--- src/rtl/lane_pkg.sv ---
// Shared lane types and helpers for the 8-lane fan-out/fan-in datapath blocks.
package lane_pkg;

    localparam int unsigned LANE_MAX   = 8;
    localparam int unsigned LANE_IDX_W = 3;

    typedef logic [LANE_IDX_W-1:0] lane_idx_t;
    typedef logic [LANE_MAX-1:0]   lane_mask_t;

    // Round-robin successor: wraps to lane 0 after the last active lane.
    function automatic lane_idx_t next_lane(input lane_idx_t idx, input int unsigned port_num);
        if (32'(idx) + 32'd1 >= port_num) begin
            return '0;
        end
        return idx + lane_idx_t'(1);
    endfunction

    // One bit per lane below port_num.
    function automatic lane_mask_t active_mask(input int unsigned port_num);
        lane_mask_t m;
        m = '0;
        for (int unsigned i = 0; i < LANE_MAX; i++) begin
            if (i < port_num) begin
                m[i] = 1'b1;
            end
        end
        return m;
    endfunction

endpackage

--- src/rtl/lane_slot.sv ---
// One-entry holding register for a single output lane.
// A load wins over a drain, so a same-cycle load and drain keeps the slot full with new data.
module lane_slot #(
    parameter int unsigned WIDTH = 8
) (
    input  logic             clk,
    input  logic             rst_n,
    input  logic             load,
    input  logic [WIDTH-1:0] data_in,
    input  logic             drain,
    output logic [WIDTH-1:0] data_out,
    output logic             valid
);

    // Valid flag: set on load, cleared on drain.
    always_ff @(posedge clk or negedge rst_n) begin
        if (!rst_n) begin
            valid <= 1'b0;
        end else if (load) begin
            valid <= 1'b1;
        end else if (drain) begin
            valid <= 1'b0;
        end
    end

    // Data only changes on load; a drained lane keeps showing its last word.
    always_ff @(posedge clk or negedge rst_n) begin
        if (!rst_n) begin
            data_out <= '0;
        end else if (load) begin
            data_out <= data_in;
        end
    end

endmodule

--- src/rtl/lane_distributor.sv ---
// 1-to-8 distributor: round-robin or broadcast of one word stream onto lanes a..h,
// each lane backed by a one-entry slot with its own valid/ready handshake.
module lane_distributor
    import lane_pkg::*;
#(
    parameter int unsigned Port_Num = 2,
    parameter int unsigned WIDTH    = 8
) (
    input  logic             clk,
    input  logic             rst_n,
    input  logic [WIDTH-1:0] in_data,
    input  logic             in_bcast,
    input  logic             in_valid,
    output logic             in_ready,
    output logic [WIDTH-1:0] a,
    output logic [WIDTH-1:0] b,
    output logic [WIDTH-1:0] c,
    output logic [WIDTH-1:0] d,
    output logic [WIDTH-1:0] e,
    output logic [WIDTH-1:0] f,
    output logic [WIDTH-1:0] g,
    output logic [WIDTH-1:0] h,
    output lane_mask_t       out_valid,
    input  lane_mask_t       out_ready,
    output lane_idx_t        ptr,
    output logic             busy
);

    localparam lane_mask_t ACTIVE = active_mask(Port_Num);

    lane_mask_t       slot_free;
    lane_mask_t       load_en;
    lane_mask_t       drain_en;
    logic             rr_ready;
    logic             bcast_ready;
    logic             accept;
    logic [WIDTH-1:0] slot_data [LANE_MAX];

    // Ready/accept decode; the ready path passes straight through from out_ready.
    always_comb begin
        slot_free   = ~out_valid | out_ready;
        rr_ready    = slot_free[ptr];
        bcast_ready = &(slot_free | ~ACTIVE);
        in_ready    = in_bcast ? bcast_ready : rr_ready;
        accept      = in_valid & in_ready;
        drain_en    = out_valid & out_ready & ACTIVE;
        load_en     = '0;
        if (accept) begin
            if (in_bcast) begin
                load_en = ACTIVE;
            end else begin
                load_en = (lane_mask_t'(1) << ptr) & ACTIVE;
            end
        end
    end

    // Round-robin pointer advances only on round-robin accepts.
    always_ff @(posedge clk or negedge rst_n) begin
        if (!rst_n) begin
            ptr <= '0;
        end else if (accept && !in_bcast) begin
            ptr <= next_lane(ptr, Port_Num);
        end
    end

    // Eight lane slots; inactive lanes see a load enable masked to zero.
    for (genvar i = 0; i < LANE_MAX; i++) begin : g_lane
        lane_slot #(
            .WIDTH(WIDTH)
        ) u_slot (
            .clk     (clk),
            .rst_n   (rst_n),
            .load    (load_en[i]),
            .data_in (in_data),
            .drain   (drain_en[i]),
            .data_out(slot_data[i]),
            .valid   (out_valid[i])
        );
    end

    // Lane data ports mirror the slot contents.
    always_comb begin
        a    = slot_data[0];
        b    = slot_data[1];
        c    = slot_data[2];
        d    = slot_data[3];
        e    = slot_data[4];
        f    = slot_data[5];
        g    = slot_data[6];
        h    = slot_data[7];
        busy = |out_valid;
    end

endmodule

--- config.mk ---
export PLATFORM = sky130hd
export DESIGN_NAME = lane_distributor
export DESIGN_NICKNAME = d
export VERILOG_FILES = /design/src/rtl/lane_pkg.sv /design/src/rtl/lane_slot.sv /design/src/rtl/lane_distributor.sv
export SDC_FILE = /design/constraint.sdc
export NUM_CORES = 1
export LEC_CHECK = 0
export CAP_MARGIN = 10
export CORE_MARGIN = 2
export CORE_UTILIZATION = 30
export DETAILED_ROUTE_END_ITERATION = 6
export PLACE_DENSITY = 0.7
export SLEW_MARGIN = 15
export SYNTH_ARGS = -nofsm -noshare
export SYNTH_HDL_FRONTEND = slang
export SYNTH_SLANG_ARGS = --single-unit
--- constraint.sdc ---
create_clock -name clk -period 1.55 [get_ports clk]
set_input_delay 0.2325 -clock clk [delete_from_list [all_inputs] [get_ports clk]]
set_output_delay 0.2325 -clock clk [all_outputs]
set_load 0.01 [all_outputs]
==> impl.org <==
** Timing
- Of the available clock period, the critical path in the final layout requires 1.049.
- Number of hold-slack violations in the final timing report :: 0
- Setup repair after global routing could not meet its margin everywhere.
- Final total negative setup slack :: -0.9451 ns
- Crit path setup slack, layout :: -0.07658 ns
- Number of max-slew violations in the final report :: 0
- Across the routed clock network, the largest skew measured is 0.002916 ns.
- Worst hold slack :: 0.3111 ns
- Setup violations remaining at the end of the flow were counted as 16.
- Final min period :: 1.627 ns
- Highest attainable clock frequency :: 614.8 MHz

** Logic synthesis
- Among all flip-flop cells after synthesis, the most frequent one is dfrtp_1.
- Yosys printed 0 warnings.
- Synthesized area divided by synthesized cell count :: 11.58 um2
- Number of library cell types mapped by synthesis :: 27
- Cell type contributing the most total cell area after synthesis :: dfrtp_1
- Of the post-synthesis cell area, the dominant cell type holds 0.3720.
- By area the synthesized netlist is led by dfrtp_1 37%, buf_4 30%, mux2_4 8.5%.
- The commonest cells after synthesis are 56 x buf_4, 21 x dfrtp_1, 8 x mux2_4, 5 x mux2_2, 4 x mux2_1.
- Synthesis produced 122 cells.
- buf_4 is the most common cell in the netlist.
- Async set or reset register ratio after synthesis :: 1.000
- Summing every instance area after synthesis gives 0.001413 mm2.
- In this run, synthesis produced a sequential element count of 21.
- Count of flip-flops with a built-in enable after synthesis :: 0
- Sequential share of the synthesized area :: 0.3720

** Die
- Initial standard-cell utilization of the core :: 0.3178
- IO Pins :: 97
- Measured along the y axis, the die boundary spans 72.62 um.
- The die covers 0.005274 mm2.
- From left edge to right edge, the die measures 72.62 um.
- Row generation in the floorplan step produced 24 rows.
- Core area :: 0.004444 mm2

** Pwr
- Power per cell area :: 1475 mW/mm2
- Across the VDD grid, the largest voltage drop is 0.7591 mV.
- Net switching power :: 912.9 uW
- Switching Fraction :: 0.3195
- Flop pwr share :: 0.321
- For this design the static power due to leakage is 0.9678 nW.
- Summing internal, switching and leakage power gives 2.857 mW.
- Of the total power, combinational logic draws 0.553.
- Internal portion of total power :: 1.944 mW
- The share of total power dissipated in the clock network is 0.126.

** Worst setup path
- The setup path with the least slack is of type flop to flop.
- Cell occurring most often along the worst timing path :: buf_6
- Crit start category :: flop
- The critical path goes through buf_6, buf_6, nor3_4, o21ai_2, a21oi_4, buf_12, mux2_4.
- The kind of cell with the highest combined delay along the critical path is flip-flops.
- Delay of the slowest critical-path stage :: 0.41 ns
- At the worst endpoint, the arrival time is 1.77 ns.
- Worst-path maximum fanout :: 7
- The critical path contains buffers and inverters numbering 3 combined.
- The worst setup path is captured at a flop.
- Startpoint of the worst register-to-register path :: ptr[1]
- Launching element of the worst setup path :: ptr[1]
- The largest individual stage delay along the critical path comes from the cell dfrtp_2.
- Data on the critical path is required at its endpoint by 1.70 ns.

** Global routing
- Across every metal layer, demand over resource in global routing totals 0.09748.
- Global-route wire length before repair :: 4002 um
- Entering global routing, the biggest net connects 22 pins.
- The number of antenna violations at the first check in global routing came to 0.
- Grt total ovfl :: 0
- Number of global-route vias before repair :: 799

** Clocking
- Count of H-tree levels built during CTS :: 1
- Clock tree synthesis selected as its root buffer the cell clkbuf_8.
- CTS Buf Count :: 3
- Latest clock arrival within the worst-skew pair :: 0.26 ns
- Hold repair after CTS inserted 0 buffers.
- Clock-pin slew on the worst setup and hold paths :: 0.08 ns
- Number of buffers between clock root and the deepest sink :: 2
- Counting every sink on the clock net gives 21.
- TritonCTS clock tree :: done

** Detailed routing
- DRT iter0 DRCs :: 11
- For this run, design rule violations remaining after detail routing come to 0.
- Vias after detailed routing :: 872
- Routed WL per cell :: 11.42 um
- Count of antenna-violating nets left after detailed routing :: 0
- Dividing the detail-routed via count by the number of cells gives 3.791.
- Drt total wl :: 2626 um
- DRT Pass-1 Iters :: 4

** Layout
- Once layout is done, the placed cells without fillers occupy 0.001937 mm2.
- Antenna diode count :: 0
- Post-route insts no fill :: 230
- The final layout contains 201 nets.
- Ratio of cells with drive above 1 in the final layout :: 0.3258
- Final core utilization :: 0.4358
- Compared with the post-synthesis result, the final layout area differs by 37.11%.

** Placement
- The count of buffers added on input and output ports is 36.
- Counting tap cells, the placed design contains a total of 219 instances.
- Post-Place Worst Slack :: -0.3987 ns
- Once placement finished, the instance area stood at 0.001744 mm2.
- Placer's final routability congestion estimate :: 0.7525
- Hpwl dp :: 1807 um

** Outcome
- The flow ran to the end, but the final reports show violations.
- Failing checks :: negative setup slack

** Min path
- The worst hold path belongs to the class primary input to async pin.

** Flow run
- Across the run, the number of max-cap violations was 0.
-- path summary, 6_finish.rpt --
kind / to / slack (ns) / depth (start not counted)
max: g_lane[0].u_slot.data_out[6] / -0.08 / 7
min: g_lane[0].u_slot.data_out[7] / 0.31 / 2
max reg2reg: g_lane[0].u_slot.data_out[6] / -0.08 / 7
min reg2reg: g_lane[0].u_slot.data_out[1] / 0.52 / 1
max in group asynchronous: ptr[1] / 1.00 / 2
min in group clk: g_lane[0].u_slot.data_out[1] / 0.52 / 1
-- timing repair --
item                       4_1_cts  5_1_grt
gates resized for setup         29        8
pin swaps                        6        4
setup endpoints to repair       20       19
buffers inserted                 7        1
-- final cells by class --
class	instances	area [um2]
Timing Repair Buffer	55	543.0
Fill cell	434	2507
Sequential cell	21	528.0
Multi-Input combinational cell	96	747.0
Clock buffer	3	41.29
Tap cell	52	65.06
Clock inverter	1	5.005
Inverter	2	7.507
-- cell families after synthesis --
kind of cell	after synthesis	synth area share
buffers and inverters	58	0.3029
flip-flops	21	0.3720
multiplexers	17	0.1568
AND/OR/NAND/NOR	13	0.06466
AO/OA/AOI/OAI	9	0.07706
adder cells (fa/ha/maj)	2	0.01771
other	1	0.002655
XOR/XNOR	1	0.006201
-- placed cells by master (no fill, tap or decap), drive strengths merged --
cell type / instances
a21o: 1
a21oi: 3
a2bb2oi: 1
and2: 2
buf: 20
clkbuf: 3
clkdlybuf4s50: 30
clkinv: 1
conb: 54
dfrtp: 21
dlygate4sd2: 4
dlymetal6s2s: 1
ha: 2
inv: 2
mux2: 17
nand2: 2
nand2b: 2
nor2: 2
nor2b: 1
nor3: 1
nor3b: 1
nor4b: 1
o21ai: 2
o21bai: 1
o22ai: 1
or2: 1
xor2: 1
-- power by group through the flow --
| stage | logic [mW] | clock network (mW) | registers [mW] |
|---|---|---|---|
| 2_1_floorplan | 0.674 | 0 | 1.02 |
| 3_3_place_gp | 1.39 | 0 | 0.918 |
| 3_5_place_dp | 1.40 | 0 | 0.915 |
| 4_1_cts | 1.52 | 0.383 | 0.917 |
| 5_1_grt | 1.68 | 0.403 | 0.950 |
| 6_report | 1.58 | 0.360 | 0.916 |
-- flip-flops by register name, indices dropped and copies added, names as in the netlist --
signal / count
ptr: 3
g_lane.u_slot.data_out: 16
g_lane.u_slot.valid: 2
-- routing by layer --
layer	share of wire	global-route usage	vias to the layer above
li1	-	-	401
met1	0.39	0.1287	418
met2	0.51	0.1556	53
met3	0.095	0.03867	0
met4	0	0.01235	0
met5	0	0	-
(Power assumes the default switching activity.)
